File: src/rtl/uart_rx_fifo.sv
// uart_rx_fifo: circular byte+error FIFO behind the UART receiver; optional UART_RX_FIFO_ALMOST_FULL_EN adds almost_full.
// Latency: write-to-read 1 cycle, show-ahead head. Backpressure: !rd_ready holds the head; a byte arriving while full with no pop is dropped and sets overrun.
module uart_rx_fifo #(
  parameter int DATA_WIDTH = 8,
  parameter int DEPTH      = 16,
  parameter int AF_LEVEL   = 12
) (
  input  logic                     clk,
  input  logic                     rst_n,
  input  logic [DATA_WIDTH-1:0]    rx_data,
  input  logic                     rx_done,
  input  logic                     rx_error,
  output logic [DATA_WIDTH-1:0]    rd_data,
  output logic                     rd_err,
  output logic                     rd_valid,
  input  logic                     rd_ready,
  output logic [$clog2(DEPTH):0]   count,
  output logic                     empty,
  output logic                     full,
  output logic                     overrun,
  input  logic                     clr_overrun
`ifdef UART_RX_FIFO_ALMOST_FULL_EN
  ,
  output logic                     almost_full
`endif
);

  localparam int PW = $clog2(DEPTH);
  localparam int CW = PW + 1;
  localparam logic [CW-1:0] DEPTH_C = CW'(DEPTH);

  typedef struct packed {
    logic                  err;
    logic [DATA_WIDTH-1:0] dat;
  } entry_t;

  if (DEPTH < 2 || (DEPTH & (DEPTH - 1)) != 0) begin : g_depth_chk
    $error("uart_rx_fifo: DEPTH must be a power of 2 and at least 2");
  end

  entry_t          mem [DEPTH];
  logic [PW-1:0]   wr_ptr;
  logic [PW-1:0]   rd_ptr;
  logic [CW-1:0]   count_nxt;
  logic            push;
  logic            pop;
  logic            drop;

  assign empty    = (count == '0);
  assign full     = (count == DEPTH_C);
  assign rd_valid = !empty;

  assign pop  = rd_valid && rd_ready;
  assign push = rx_done && (!full || pop);
  assign drop = rx_done && full && !pop;

  always_comb begin
    count_nxt = count;
    case ({push, pop})
      2'b10:   count_nxt = count + CW'(1);
      2'b01:   count_nxt = count - CW'(1);
      default: count_nxt = count;
    endcase
  end

  // Storage is deliberately left out of reset; the head is masked while empty.
  always_ff @(posedge clk) begin
    if (push) begin
      mem[wr_ptr] <= '{err: rx_error, dat: rx_data};
    end
  end

  always_ff @(posedge clk or negedge rst_n) begin
    if (!rst_n) begin
      wr_ptr <= '0;
      rd_ptr <= '0;
      count  <= '0;
    end else begin
      if (push) wr_ptr <= wr_ptr + PW'(1);
      if (pop)  rd_ptr <= rd_ptr + PW'(1);
      count <= count_nxt;
    end
  end

  // A fresh drop outranks a clear in the same cycle.
  always_ff @(posedge clk or negedge rst_n) begin
    if (!rst_n) begin
      overrun <= 1'b0;
    end else if (drop) begin
      overrun <= 1'b1;
    end else if (clr_overrun) begin
      overrun <= 1'b0;
    end
  end

  always_comb begin
    rd_data = '0;
    rd_err  = 1'b0;
    if (!empty) begin
      rd_data = mem[rd_ptr].dat;
      rd_err  = mem[rd_ptr].err;
    end
  end

`ifdef UART_RX_FIFO_ALMOST_FULL_EN
  localparam logic [CW-1:0] AF_C = CW'(AF_LEVEL);

  if (AF_LEVEL == 0 || AF_LEVEL > DEPTH) begin : g_af_chk
    $error("uart_rx_fifo: AF_LEVEL must be in 1..DEPTH");
  end

  always_ff @(posedge clk or negedge rst_n) begin
    if (!rst_n) begin
      almost_full <= 1'b0;
    end else begin
      almost_full <= (count_nxt >= AF_C);
    end
  end
`else
  if (AF_LEVEL < 0) begin : g_af_chk
    $error("uart_rx_fifo: AF_LEVEL must not be negative");
  end
`endif

endmodule

File: config.mk
export PLATFORM = sky130hd
export DESIGN_NAME = uart_rx_fifo
export DESIGN_NICKNAME = d
export VERILOG_FILES = /design/src/rtl/uart_rx_fifo.sv
export SDC_FILE = /design/constraint.sdc
export NUM_CORES = 1
export LEC_CHECK = 0
export CORE_MARGIN = 8
export CORE_UTILIZATION = 49
export DETAILED_ROUTE_END_ITERATION = 10
export PLACE_DENSITY = 0.74
export SYNTH_ARGS = -nofsm -noshare
export SYNTH_HDL_FRONTEND = slang
export SYNTH_SLANG_ARGS = --single-unit
File: constraint.sdc
create_clock -name clk -period 3.1 [get_ports clk]
set_clock_uncertainty 0.2 [all_clocks]
set_input_delay 0.62 -clock clk [delete_from_list [all_inputs] [get_ports clk]]
set_output_delay 0.62 -clock clk [all_outputs]
set_load 0.05 [all_outputs]
==> results of run 1 <==
-- critical path: stages, from the launching register on --
cell and delay (ns):
dfrtp_2 0.45, buf_12 0.13, clkbuf_16 0.13, mux4_2 0.50, mux2_2 0.29, o21ai_2 0.13
a21oi_2 0.06, buf_6 0.16
-- metal layers --
metal	vias up	routed length (um)
met2	90	6260
met4	0	132
met1	1646	5260
li1	1469	-
met3	8	726
met5	-	0
-- synthesized netlist by cell type (all sizes together) (2+ instances only) --
master  number
nor2b        2
o21ai       13
mux2i       10
nor2         8
buf         13
nor3         5
dfrtp       14
nand2        5
ha           6
a32oi        2
and3         6
clkbuf       5
nor4         5
xnor2       10
a21oi       13
nand3        3
mux2        10
inv          9
nand2b       2
a31oi        2
mux4        36
edfxtp     144
-- state kept, by name, indices dropped and copies added (netlist names) --
signal   count
count        5
mem        144
overrun      1
rd_ptr       4
wr_ptr       4
-- through the flow --
stage	utilization, %	setup WS [ns]	TNS (ns)
after floorplan	-	0.277	0
after global placement	54.9	0.358	0
after detailed placement	54.9	0.370	0
after CTS	59.4	-0.0144	-0.0195
after global routing	60.2	-0.0738	-0.407
final	60.2	-0.00545	-0.00545
-- power by group through the flow --
| stage | Clock, W | Combinational [W] | Sequential (W) |
|---|---|---|---|
| 2_1_floorplan | 0 | 0.00205 | 0.00286 |
| 3_3_place_gp | 0 | 0.00285 | 0.00285 |
| 3_5_place_dp | 0 | 0.00290 | 0.00287 |
| 4_1_cts | 0.00194 | 0.00298 | 0.00283 |
| 5_1_grt | 0.00204 | 0.00329 | 0.00287 |
| 6_report | 0.00190 | 0.00309 | 0.00284 |
-- timing repair --
| item | 4_1_cts | 5_1_grt |
|---|---|---|
| buffers inserted | 0 | 5 |
| setup endpoints to repair | 5 | 9 |
| gates resized for setup | 8 | 8 |
| cloned | 0 | 1 |
-- logic make-up (layout without fill, tap and decap cells) --
group	after synthesis	in the layout	share of synthesized area (%)
flops	158	158	72.5
mux	56	56	15.9
simple gates	40	40	3.70
compound gates	34	34	3.28
buf+inv	27	104	2.02
xor+xnor	11	11	1.49
fa+ha+maj	6	6	1.16
-- worst max path at each step --
stage	from	to	slack [ns]	cells past startpoint
detailed placement	rd_ptr[1]	rd_data[4]	0.37	6
CTS	rd_ptr[1]	rd_data[0]	-0.01	6
global route	rd_ptr[1]	rd_data[1]	-0.07	7
floorplan	count[1]	full	0.28	3
finish	rd_ptr[1]	rd_data[1]	-0.005	7
global placement	rd_ptr[1]	rd_data[4]	0.36	6
-- layout by cell type (no fill, tap or decap), drive strengths merged, types with 8 or more instances in the layout --
cell type	Yosys	layout
xnor2	10	10
nor2	8	8
inv	9	11
a21oi	13	13
clkinv	0	8
o21ai	13	13
mux4	36	36
mux2i	10	10
clkbuf	5	18
edfxtp	144	144
dfrtp	14	14
mux2	10	10
buf	13	43
clkdlybuf4s50	0	19
-- final cells by class --
cell class                 count  area, um2  share of cell area [%]
multi-input combinational    147       1740                    22.2
tap                          176        220                    2.81
sequential                   158       4680                    59.6
timing repair buffer          63        628                    8.01
clock buffer                  17        425                    5.42
clock inverter                15        121                    1.55
inverter                       9       33.8                   0.431
==> impl_metrics.csv, run 1 <==
group,metric,value,unit
power,p_total,0.00783,W
final_layout,antenna_cells,0,
power,vdd_drop_max,579,uV
final_layout,nets,416,
yosys,ys_seq_area_share,72.5,%
yosys,synth_area_per_cell,19.4,um2
die,die_h,131,um
power,switchingPower,0.00275,W
clock_network,cts_tree,"yes",
die,ios,32,
sta,final_hold_viol_count,0,
global_routing,grt_use_met2,25.4,%
yosys,synth_top_area_cell,"edfxtp_1",
yosys,yosysTopAreaCellShare,67.0,%
sta,clock.fmax,322,MHz
setup_path,rr_worst_depth,8,
final_layout,syn2layout_area_growth,21.6,%
clock_network,path_clk_slew,0.06,ns
power,swShare,35.1,%
sta,relSlewSlack,52.8,%
sta,setup_ws,-0.00545,ns
sta,min_period,3.11,ns
die,core,13000,um2
place,io_buffers,31,
global_routing,grt_max_degree,31,
final_layout,instances_no_fill,585,
yosys,synthTopCellsByArea,"edfxtp_1, mux4_2, dfrtp_1, mux2_2, mux2i_1",
routing,drc,0,
global_routing,antenna_found_initial,0,
clock_network,clock_sinks,158,
status,status,"finished, violations left",
sta,max_slew.worst_pin.slew,0.706,ns
global_routing,grt_util_met1,19.8,%
sta,timing.final.setup_violations,1,
setup_path,r2r_setup_slack,0.70,ns
power,combPwrFrac,39.5,%
setup_path,crit_fanout,5,
yosys,ys.flop_type,"edfxtp_1",
clock_network,cts_buffers,17,
place,place_area,7160,um2
yosys,netlist_instances,332,
clock_network,clockBufferDepth,2,
routing,drtIter0Drc,281,
setup_path,r2r_end,"count[1]",
setup_path,start_kind,"flip-flop",
routing,viasPerCell,5.49,
setup_path,worstSetupEndpointType,"output port",
final_layout,fillCellCount,967,
global_routing,globalRoute.busiestLayer,"met2",
hold_path,hold_start,"overrun",
power,intPower,0.00508,W
power,powerDensity,999,nW/um2
setup_path,required,2.28,ns
routing,first_pass_iters,4,
yosys,async_reset_ff_share,8.86,%
yosys,yosysWarnings,0,
yosys,syn_nets,352,
sta,fin_hold_ws,0.328,ns
hold_path,hold_end,"overrun",
die,fp.dieArea,17100,um2
power,power_leakage,2.66,nW
yosys,synth-edff-count,144,
die,die_w,131,um
sta,period_share,100,%
clock_network,cts_max_level,4,
die,initial_core_util,49.5,%
global_routing,grt_pass1_wl,19300,um
global_routing,grt_usage,15.9,%
sta,rsz0062_at_grt,"true",
routing,wl,12400,um
hold_path,hold_path_depth,2,
run,max_cap_viol_count,0,
place,dp.cells,547,
place,dpl.hpwl,7600,um
yosys,ys_types,37,
global_routing,met3_usage,5.40,%
global_routing,grt_pass1_vias,3496,
setup_path,r2r-start,"count[3]",
clock_network,cts_root_buffer,"clkbuf_16",
routing,drt-wirelength-per-cell,21.2,um
hold_path,hold_path_class,"flip-flop to flip-flop",
yosys,mappedNetlistArea,6450,um2
power,seqPwrFrac,36.3,%
setup_path,setup.worst_path.class,"flip-flop to output port",
die,rows,42,
power,p_clk_share,24.2,%
routing,drtAntennaViolNets,0,
final_layout,drive_gt1_share,35.5,%
setup_path,arrival,2.29,ns
global_routing,overflow,0,
final_layout,fin_area,7840,um2
yosys,yosys_register_bits,158,
place,place.gp.congestion,0.764,
clock_network,clk_latency,0.42,ns
sta,slew_viol_final,0,
status,violations,"negative setup slack",
routing,vias,3213,
clock_network,hold_buffers,0,
Power figures use the tool's default switching activity.
==> run 2: changes to the inputs <==
- CAP_MARGIN: not set -> 40
- CTS_CLUSTER_DIAMETER: not set -> 40
==> results of run 2 <==
Same layout as run 1: the final DEF is identical, and so are final timing and power.
==> run 3: changes to the inputs <==
- CORE_MARGIN: 8 -> not set
==> impl_metrics.csv, run 3 (synthesized netlist as in run 1, its figures left out) <==
group,metric,value,unit
sta,setup_ws,0.0681,ns
sta,final_hold_viol_count,0,
sta,timing.final.setup_violations,0,
sta,min_period,3.03,ns
clock_network,path_clk_slew,0.06,ns
place,io_buffers,31,
setup_path,arrival,2.21,ns
sta,rsz0062_at_grt,"true",
setup_path,crit_fanout,6,
clock_network,cts_buffers,17,
clock_network,cts_root_buffer,"clkbuf_16",
routing,viasPerCell,5.78,
global_routing,grt_max_degree,31,
global_routing,antenna_found_initial,0,
place,pre_cts_slack,0.352,ns
routing,drt-wirelength-per-cell,22.9,um
final_layout,nets,419,
clock_network,clock_sinks,158,
die,fp.dieArea,13600,um2
routing,first_pass_iters,5,
power,swShare,34.0,%
sta,slew_viol_final,0,
die,initial_core_util,50.7,%
die,rows,41,
sta,clock.fmax,330,MHz
final_layout,fin_area,7930,um2
setup_path,setup.worst_path.class,"flip-flop to output port",
global_routing,overflow,0,
power,powerDensity,1030,nW/um2
routing,vias,3378,
power,power_leakage,2.71,nW
power,seqPwrFrac,34.9,%
final_layout,top_register,"mem",
clock_network,clockBufferDepth,2,
routing,wl,13400,um
routing,drtAntennaViolNets,0,
hold_path,hold_path_class,"flip-flop to flip-flop",
final_layout,largestRegisters,"mem (144), count (5)",
clock_network,clk_latency,0.41,ns
die,ios,32,
global_routing,grt_usage,21.3,%
setup_path,worstSetupEndpointType,"output port",
final_layout,largest_reg_flops,144,
setup_path,critPathBufInv,2,
final_layout,drive_gt1_share,35.9,%
clock_network,cts_max_level,4,
clock_network,cts_tree,"yes",
power,combPwrFrac,38.1,%
global_routing,grt_pass1_vias,3519,
setup_path,required,2.28,ns
power,p_clk_share,27.0,%
final_layout,antenna_cells,0,
status,status,"finished clean",
routing,drtIter0Drc,383,
run,max_cap_viol_count,0,
routing,drc,0,
global_routing,grt_pass1_wl,20100,um
setup_path,cp_top_family,"multiplexers",
power,vdd_drop_max,632,uV
sta,period_share,97.8,%
final_layout,layout_commonest_cell,"edfxtp_1",
final_layout,final_cell_mix,"edfxtp_1, mux4_2, buf_4",
sta,fin_setup_tns,0,ns
power,switchingPower,0.00279,W
setup_path,slowest_delay,0.51,ns
setup_path,start_kind,"flip-flop",
sta,relSlewSlack,36.0,%
die,die_w,117,um
sta,max_slew.worst_pin.slew,0.961,ns
final_layout,syn2layout_area_growth,22.9,%
place,dpl.hpwl,7980,um
setup_path,crit_top_cell,"buf_6",
setup_path,cp_cell_sequence,"buf_6, mux4_2, mux2_2, o21ai_2, a21oi_2, buf_6",
setup_path,crit_slowest_cell,"mux4_2",
die,die_h,117,um
place,place_area,7170,um2
die,core,12700,um2
place,place.gp.congestion,0.740,
power,intPower,0.00541,W
==> run 3: cell types whose count changed in the layout (fill, tap and decap cells not counted), moves of 2 or more <==
cell        change
buf_4           +3
buf_6           +2
bufinv_16       +4
clkbuf_1        +3
clkinvlp_4      -3
inv_6           -2
o21ai_1         -2
o21ai_2         +2
==> run 3: worst reg2reg max path: cells and delay by family (launching register included) <==
family	cells	cell delay (ns)
XOR/XNOR	1	0.17
adder cells (fa/ha/maj)	1	0.32
flip-flops	1	0.46
AO/OA/AOI/OAI	4	0.69
AND/OR/NAND/NOR	1	0.48
==> run 3: final cells by class <==
cell class | instances | area (um2)
Clock inverter | 12 | 193
Sequential cell | 158 | 4680
Tap cell | 172 | 215
Clock buffer | 20 | 437
Timing Repair Buffer | 66 | 628
Multi-Input combinational cell | 147 | 1750
Fill cell | 906 | 4790
Inverter | 9 | 33.8
==> run 3: power groups by stage <==
| stage | Combinational (W) | Clock [W] | Sequential (W) |
|---|---|---|---|
| floorplan | 0.00205 | 0 | 0.00286 |
| global placement | 0.00289 | 0 | 0.00287 |
| detailed placement | 0.00292 | 0 | 0.00289 |
| CTS | 0.00302 | 0.00223 | 0.00285 |
| global route | 0.00331 | 0.00232 | 0.00290 |
| finish | 0.00313 | 0.00221 | 0.00286 |
==> run 3: path summary, 6_finish.rpt <==
check	from	endpoint	slack (ns)	cells after the start
min reg2reg	overrun	overrun	0.32	2
max reg2reg	count[3]	count[1]	0.65	7
max in group asynchronous	rst_n	rd_ptr[1]	1.82	1
min in group asynchronous	rst_n	rd_ptr[1]	0.41	1
min	overrun	overrun	0.32	2
max	rd_ptr[1]	rd_data[3]	0.07	6
==> run 3: per-layer routing <==
metal	GRT usage, %	part of all wire [%]	vias up
li1	-	-	1481
met5	0	0	-
met3	5.03	5.7	17
met2	35.1	51	103
met4	7.00	1.3	0
met1	28.2	42	1777
==> run 3: per-stage QoR <==
stage | utilization, % | std cells | total power, W | hold slack [ns]
global placement | 56.4 | 544 | 0.00576 | 0.312
floorplan | - | 332 | 0.00490 | 0.124
global route | 62.3 | 584 | 0.00852 | 0.349
finish | 62.3 | 584 | 0.00820 | 0.320
detailed placement | 56.4 | 544 | 0.00581 | 0.317
CTS | 61.7 | 580 | 0.00810 | 0.328
==> run 3: repair_timing <==
item | in CTS | in global routing
setup buffers | 4 | 4
hold buffers | 0 | 0
resized for setup | 6 | 11
endpoints found under the hold margin | 0 | 0
endpoints found under the setup margin | 7 | 9
